==> src/rtl/gray_bus_pkg.sv <==
// Shared types and helpers for the Gray-coded bus update scheduler.
// The Gray conversion is written once at the widest supported bus and narrowed by callers.
package gray_bus_pkg;

  typedef enum logic {
    IDLE = 1'b0,
    HOLD = 1'b1
  } state_t;

  localparam int MIN_HOLD_CYCLES = 1;
  localparam int MIN_PENDING     = 1;
  localparam int MAX_BUS_WIDTH   = 64;

  function automatic logic [MAX_BUS_WIDTH-1:0] bin2gray(input logic [MAX_BUS_WIDTH-1:0] bin);
    return bin ^ (bin >> 1);
  endfunction

endpackage

==> src/rtl/gray_bus_update_scheduler_binary_to_gray.sv <==
// Combinational binary-to-Gray converter of configurable width.
module binary_to_gray
  import gray_bus_pkg::*;
#(
  parameter int WIDTH = 4
) (
  input  logic [WIDTH-1:0] bin,
  output logic [WIDTH-1:0] gray
);

  assign gray = WIDTH'(bin2gray(MAX_BUS_WIDTH'(bin)));

endmodule

==> src/rtl/gray_bus_update_scheduler.sv <==
// Source-side pacer for a multi-flop Gray bus crossing: queues increment requests and
// advances the Gray bus no faster than once every HOLD_CYCLES clocks.
module gray_bus_update_scheduler
  import gray_bus_pkg::*;
#(
  parameter  int BUS_WIDTH     = 4,
  parameter  int HOLD_CYCLES   = 3,
  parameter  int MAX_PENDING   = 4,
  localparam int PENDING_WIDTH = $clog2(MAX_PENDING + 1)
) (
  input  logic                     clk,
  input  logic                     reset,
  input  logic                     inc_valid,
  output logic                     inc_ready,
  output logic [BUS_WIDTH-1:0]     gray_out,
  output logic [BUS_WIDTH-1:0]     binary_count,
  output logic                     update_strobe,
  output logic [PENDING_WIDTH-1:0] pending_count,
  output logic                     busy
);

  if (HOLD_CYCLES < MIN_HOLD_CYCLES || MAX_PENDING < MIN_PENDING ||
      BUS_WIDTH < 1 || BUS_WIDTH > MAX_BUS_WIDTH) begin : g_bad_params
    $error("gray_bus_update_scheduler: illegal parameter combination");
  end

  localparam int HOLD_W = (HOLD_CYCLES > 1) ? $clog2(HOLD_CYCLES) : 1;
  localparam logic [HOLD_W-1:0]        HOLD_LOAD = HOLD_W'(HOLD_CYCLES - 1);
  localparam logic [PENDING_WIDTH-1:0] PEND_MAX  = PENDING_WIDTH'(MAX_PENDING);
  localparam logic [PENDING_WIDTH-1:0] PEND_ONE  = PENDING_WIDTH'(1);

  state_t                   state, state_next;
  logic [HOLD_W-1:0]        hold_cnt, hold_next;
  logic [PENDING_WIDTH-1:0] pending_next;
  logic [BUS_WIDTH-1:0]     bin_next, gray_next;
  logic                     accept, issue;

  assign accept   = inc_valid && inc_ready;
  assign issue    = (hold_cnt == '0) && (pending_count != '0);
  assign bin_next = binary_count + BUS_WIDTH'(1);

  binary_to_gray #(.WIDTH(BUS_WIDTH)) u_binary_to_gray (
    .bin  (bin_next),
    .gray (gray_next)
  );

  // NOTE: every signal gets a default before any branch so always_comb never infers a latch.
  always_comb begin
    hold_next    = hold_cnt;
    pending_next = pending_count;
    if (issue)                hold_next = HOLD_LOAD;
    else if (hold_cnt != '0)  hold_next = hold_cnt - HOLD_W'(1);
    if (accept && !issue)     pending_next = pending_count + PEND_ONE;
    else if (!accept && issue) pending_next = pending_count - PEND_ONE;
  end

  // State tracks the upcoming hold count so busy drops on the edge the hold expires.
  always_comb begin
    state_next = state;
    unique case (state)
      IDLE:    if (hold_next != '0) state_next = HOLD;
      HOLD:    if (hold_next == '0) state_next = IDLE;
      default: state_next = IDLE;
    endcase
  end

  // NOTE: state uses non-blocking assignments and the reset is sampled only on the clock edge.
  always_ff @(posedge clk) begin
    if (!reset) begin
      state         <= IDLE;
      hold_cnt      <= '0;
      pending_count <= '0;
      binary_count  <= '0;
      gray_out      <= '0;
      update_strobe <= 1'b0;
    end else begin
      state         <= state_next;
      hold_cnt      <= hold_next;
      pending_count <= pending_next;
      update_strobe <= issue;
      if (issue) begin
        binary_count <= bin_next;
        gray_out     <= gray_next;
      end
    end
  end

  always_comb begin
    inc_ready = (pending_count < PEND_MAX);
    busy      = (state == HOLD) || (pending_count != '0);
  end

endmodule

==> config.mk <==
export PLATFORM = sky130hd
export DESIGN_NAME = gray_bus_update_scheduler
export DESIGN_NICKNAME = d
export VERILOG_FILES = /design/src/rtl/gray_bus_pkg.sv /design/src/rtl/gray_bus_update_scheduler_binary_to_gray.sv /design/src/rtl/gray_bus_update_scheduler.sv
export SDC_FILE = /design/constraint.sdc
export NUM_CORES = 1
export LEC_CHECK = 0
export CAP_MARGIN = 20
export CELL_PAD_IN_SITES_DETAIL_PLACEMENT = 2
export CELL_PAD_IN_SITES_GLOBAL_PLACEMENT = 2
export CORE_AREA = 2 2 51 53
export DETAILED_ROUTE_END_ITERATION = 12
export DIE_AREA = 0 0 53 55
export PLACE_DENSITY = 0.8
export SLEW_MARGIN = 10
export SYNTH_ARGS = -nofsm -noshare
export SYNTH_HDL_FRONTEND = slang
export SYNTH_SLANG_ARGS = --single-unit
export TNS_END_PERCENT = 30
==> constraint.sdc <==
create_clock -name clk -period 4.3 [get_ports clk]
set_clock_uncertainty 0.2 [all_clocks]
set_input_delay 0.645 -clock clk [delete_from_list [all_inputs] [get_ports clk]]
set_output_delay 0.645 -clock clk [all_outputs]
set_load 0.1 [all_outputs]
Yosys cells after proc, flatten, opt, wreduce, memory -nomap -nowiden
Cells that the tools add are included.
Word-level totals
  flip-flop bits (word level): 15
  input port bits: 3
  output and inout bits: 14
  word-level logic and storage cells: 33
Operators by class
  $add $sub $neg: 4
  $lt $le $gt $ge: 1
  multiplexer cells: 7
  bitwise gates (word level): 2
  reduce and logical (&&, ||, !) cells: 13
Operators with widths (count)
  $mux W3: 2
  $reduce_bool A2 Y1: 3
  $add A4 B1 Y4 const B: 1
  $logic_and A1 B1 Y1: 4
  $logic_not A2 Y1: 2
  $mux W2: 2
  $xor A4 B3 Y4: 1
  $add A3 B1 Y3 const B: 1
  $lt A3 B3 Y1 const B: 1
  $reduce_bool A3 Y1: 1
  $sub A3 B1 Y3 const B: 1
  $logic_not A1 Y1: 2
  $mux W1: 2
  $pmux W1 S2: 1
  $sub A2 B1 Y2 const B: 1
  $logic_or A1 B1 Y1: 1
  $not A1 Y1: 1

Depth between registers and ports, before layout
  depth after elaboration: 6
  mapped depth: 10
  mapped depth without buffers: 9

Modules after synthesis
A second synthesis with hierarchy kept.
Second synthesis, totals
  cells, all modules: 78
  area total of the unflattened synthesis: 691.9 um^2
By module, submodules not included
  gray_bus_update_scheduler: instances 1, cells an instance 74, area each 658.1 um^2, seq. area each 300.3 um^2
  binary_to_gray: instances 1, cells an instance 4, area each 33.8 um^2, seq. area each 0.0 um^2

Worst setup path before layout
Ideal clock, no wire load.
  path type: reg2reg
  from: register pending_count[0]
  to: register pending_count[2]
  setup time: 0.072 ns
  arrival time: 2.679 ns
  required time: 4.028 ns
  path slack: 1.350 ns
  stages on the path, launching flop included: 10
  buffers on the path: 0
  period minus slack after synthesis: 2.950 ns
  path through: dfxtp_1 > nor3_1 > nor2_1 > inv_1 > ha_1 > inv_1 > fa_1 > xor2_1 > or3_1 > a21oi_1
Between the ends
  word-level cells in the longest chain between the ends: 5
  elaborated cells between the ends (all ways): 13
  classes of those cells: add/sub (2); order compare (1); mux (2); reduce/logical (8)
Ends and longest elaborated chain
  start: declaration: line gray_bus_update_scheduler.sv:18  | output logic [PENDING_WIDTH-1:0] pending_count,
  start signal: assignment: line gray_bus_update_scheduler.sv:79  | pending_count <= pending_next;
  $lt A3 B3 Y1 or $reduce_bool A3 Y1 (tied branches): line gray_bus_update_scheduler.sv:89, gray_bus_update_scheduler.sv:39
  $logic_and A1 B1 Y1 (on tied branches): line gray_bus_update_scheduler.sv:38, gray_bus_update_scheduler.sv:39
  $logic_not A1 Y1 (on tied branches): line gray_bus_update_scheduler.sv:54, gray_bus_update_scheduler.sv:53
  $logic_and A1 B1 Y1 (on tied branches): line gray_bus_update_scheduler.sv:54, gray_bus_update_scheduler.sv:53
  $reduce_bool A2 Y1 (no source line) or $mux W3 (tied branches)
Parallel ways exist; a longest one is shown, timed or not. The select of a mux whose other input is x is not followed.
A chain may end at the register's enable or synchronous reset.

Final worst setup path
  from: register pending_count[1]
  to: output busy
Between the ends
  word-level cells in the longest chain between the ends: 2
Ends and longest elaborated chain
  $reduce_bool A3 Y1: line gray_bus_update_scheduler.sv:90  | busy = (state == HOLD) || (pending_count != '0);
  $logic_or A1 B1 Y1: line gray_bus_update_scheduler.sv:90
  end: declaration: line gray_bus_update_scheduler.sv:19  | output logic busy
Every way passes these cells.

==> results.txt <==
The count of buffers added on input and output ports is 16. The placement row count came out at 18. The required time at the worst-slack endpoint came out at 3.45 ns.

The number of top-level pins is 17. The filler cell count in the final layout is 285. The path type of the worst setup path is reg2out. The critical path launch point type is a register. After synthesis, the largest area contributor takes up 43.66% of total cell area. The post-route minimum period came out at 3.199 ns. The maximum operating frequency came out at 312.6 MHz.

The total global routing track utilization came out at 12.74%. The slew at the pin with the worst max-slew slack is 0.9716 ns. The number of enable flip-flop cells after synthesis is 0.

The post-route DRC violation count came out at 0. Setup repair after global routing left no endpoint under its margin. The worst-path maximum fanout is 8. The die area is 2915 um2. The tree is rooted in a sky130_fd_sc_hd__clkbuf_4. For this run, the leading register cell type out of synthesis is sky130_fd_sc_hd__dfxtp_1. The portion of the post-synthesis area used by sequential elements came out at 43.66%. The effective utilization at floorplan came out at 27.14%. The count of hold buffers inserted by post-cts repair came out at 0.

The CTS clock-pin slew for the worst setup and hold paths came out at 0.08 ns. The filler-free cell count of the finished design is 118. Before CTS, the worst setup slack after placement is 1.358 ns.

The number of endpoints with negative hold slack in the final report was 0. The via count of the first global-routing pass came out at 602. The share of async-settable or async-resettable flops after synthesis is 0%. For this block, the initial DRC count from the detailed router was 1. The post-detailed-route wirelength per cell is 13.20 um. The post-route fraction of the period consumed by the critical path is 74.39%. The flow ran to the end, and the final reports show no timing, DRC or antenna violations.

The count of vias placed by the detailed router is 573. In this run the tightest slew margin relative to its limit is 35.03%. The antenna diode instance count is 0. Dividing the synthesized area by the synthesized cell count gives 9.040 um2. From synthesis to final layout, the design area changed by 32.36%.

From left edge to right edge, the die measures 53 um. The number of clock sinks came out at 14. The flop and latch count out of synthesis is 14. The total number of nets in the final design came out at 96. By area the synthesized netlist is led by sky130_fd_sc_hd__dfxtp_1, sky130_fd_sc_hd__xor2_1, sky130_fd_sc_hd__a21oi_1. STA puts the critical path data arrival time at 2.35 ns. Setup violations remaining at the end of the flow were counted as 0. The overall overflow remaining after global route came out at 0.

The wire length of the first global-routing pass is 2580 um. The pre-antenna-repair detailed-routing pass consisted of 2 iterations. The detailed-placement wirelength estimate came out at 1215 um.

The setup TNS after final layout is 0 ns. The largest total area in the synthesized netlist belongs to sky130_fd_sc_hd__dfxtp_1. The share of cells above drive strength 1 is 3.409%.

The worst setup slack after layout came out at 1.101 ns. The reg-to-reg critical path startpoint is pending_count[1]. The worst hold path terminates at hold_cnt[0]. The synthesized net count came out at 77.

The Yosys step of the flow raised 0 warnings. Counting the buffers created by CTS gives 3. The type of destination of the critical path is an output port. The worst reg-to-reg setup slack is 1.47 ns. After synthesis, the netlist uses 26 different library cells. The number of max-cap violations is 0. Counting tap cells, the placed design contains a total of 115 instances. The source-to-sink clock delay at the later pin of the worst-skew pair came out at 0.28 ns. The area of the mapped netlist came out at 641.9 um2. The initial antenna violation count came to 0. The core outline area came out at 2365 um2. The antenna violation net count after detailed routing is 0. After detailed routing, the total wire length is 1558 um. For the worst flop-to-flop path, the logic depth is 9. The leading cell type by number of instances after synthesis is sky130_fd_sc_hd__dfxtp_1. The CTS H-tree depth came out at 1. Registers take 280.3 um2. Entering global routing, the biggest net connects 10 pins. In this run the most critical hold path is launched from hold_cnt[0]. Measured along the y axis, the die boundary spans 55 um.

The number of buffers on the longest clock path came out at 2. The via density per instance came out at 4.856. The multi-input gate area in the final layout is 330.3 um2. The max-slew violation count came out at 0. The post-synthesis instance total is 71.

The number of cells upsized or downsized after cts is 0. The buffers inserted during post-CTS setup optimization is 0. The type of the tightest min-delay check is reg2reg. TritonCTS built the clock tree. The cell depth of the worst min-delay path came out at 1. The end of the worst register-to-register path is pending_count[2]. Routability-driven placement finished with a final weighted congestion of 0.6564. The commonest cells after synthesis are sky130_fd_sc_hd__dfxtp_1, sky130_fd_sc_hd__a21oi_1, sky130_fd_sc_hd__nand3_1.
[worst max path at each step]
stage	start	endpoint	slack, ns	cells past startpoint
floorplan	pending_count[0]	pending_count[2]	1.35	9
global placement	pending_count[0]	busy	1.42	3
detailed placement	pending_count[0]	busy	1.36	3
CTS	pending_count[0]	busy	1.06	3
global route	pending_count[0]	busy	0.95	3
finish	pending_count[1]	busy	1.10	3
[cell families after synthesis]
| group | Yosys count | share of synthesized area (%) |
|---|---|---|
| buffers and inverters | 7 | 4.872 |
| AOI/OAI and AO/OA | 15 | 13.26 |
| xor gates and xnor gates | 7 | 9.552 |
| adders and majority gates | 3 | 7.017 |
| DFF | 14 | 43.66 |
| and+or+nand+nor | 23 | 18.52 |
| muxes | 2 | 3.119 |
[routing by layer]
metal	GRT usage, %	vias up	wire [um]
met3	2.688	2	61
met4	6.410	0	10
met5	0	-	0
li1	-	275	-
met1	13.96	283	697
met2	23.33	13	789
[sequential cells by signal (all words and copies together), names as in the netlist]
signal,count
update_strobe,1
gray_out,4
binary_count,3
pending_count,3
state,1
hold_cnt,2
[final cells by class]
cell class              instances  area share (%)
clock buffers                   3           2.651
well taps                      30           4.418
inverters                       5           2.209
repair buffers                 16           18.85
flip-flops and latches         14           32.99
multi-input cells              50           38.88
[stage by stage]
step           instance area, um2  util, %  hold WS (ns)
2_1_floorplan               641.9        -        0.2364
3_3_place_gp                827.0    34.97        0.2582
3_5_place_dp                827.0    34.97        0.2713
4_1_cts                     849.6    35.93        0.2855
5_1_grt                     849.6    35.93        0.3043
6_report                    849.6    35.93        0.2756
[critical path: stages, from the launching register on]
cell	delay, ns
sky130_fd_sc_hd__dfxtp_1	0.36
sky130_fd_sc_hd__nor3_1	0.62
sky130_fd_sc_hd__nand2b_1	0.11
sky130_fd_sc_hd__clkdlybuf4s50_1	0.99
[placed cells by master, fill, tap and decap left out, types with 2 or more instances in the layout]
cell type and instances:
sky130_fd_sc_hd__nand3_1 5, sky130_fd_sc_hd__o22ai_1 2, sky130_fd_sc_hd__nand2b_1 2, sky130_fd_sc_hd__mux2i_1 2, sky130_fd_sc_hd__dfxtp_1 14, sky130_fd_sc_hd__clkdlybuf4s50_1 16, sky130_fd_sc_hd__xor2_1 4, sky130_fd_sc_hd__nor2_1 4
sky130_fd_sc_hd__ha_1 2, sky130_fd_sc_hd__clkbuf_4 3, sky130_fd_sc_hd__o21ai_0 4, sky130_fd_sc_hd__or3_1 3, sky130_fd_sc_hd__a21oi_1 6, sky130_fd_sc_hd__inv_1 4, sky130_fd_sc_hd__nand2_1 4, sky130_fd_sc_hd__xnor2_1 3
Power is left out: the tool's default activity adds up to more than one toggle a clock period on the data nets, which glitch-free logic cannot reach.
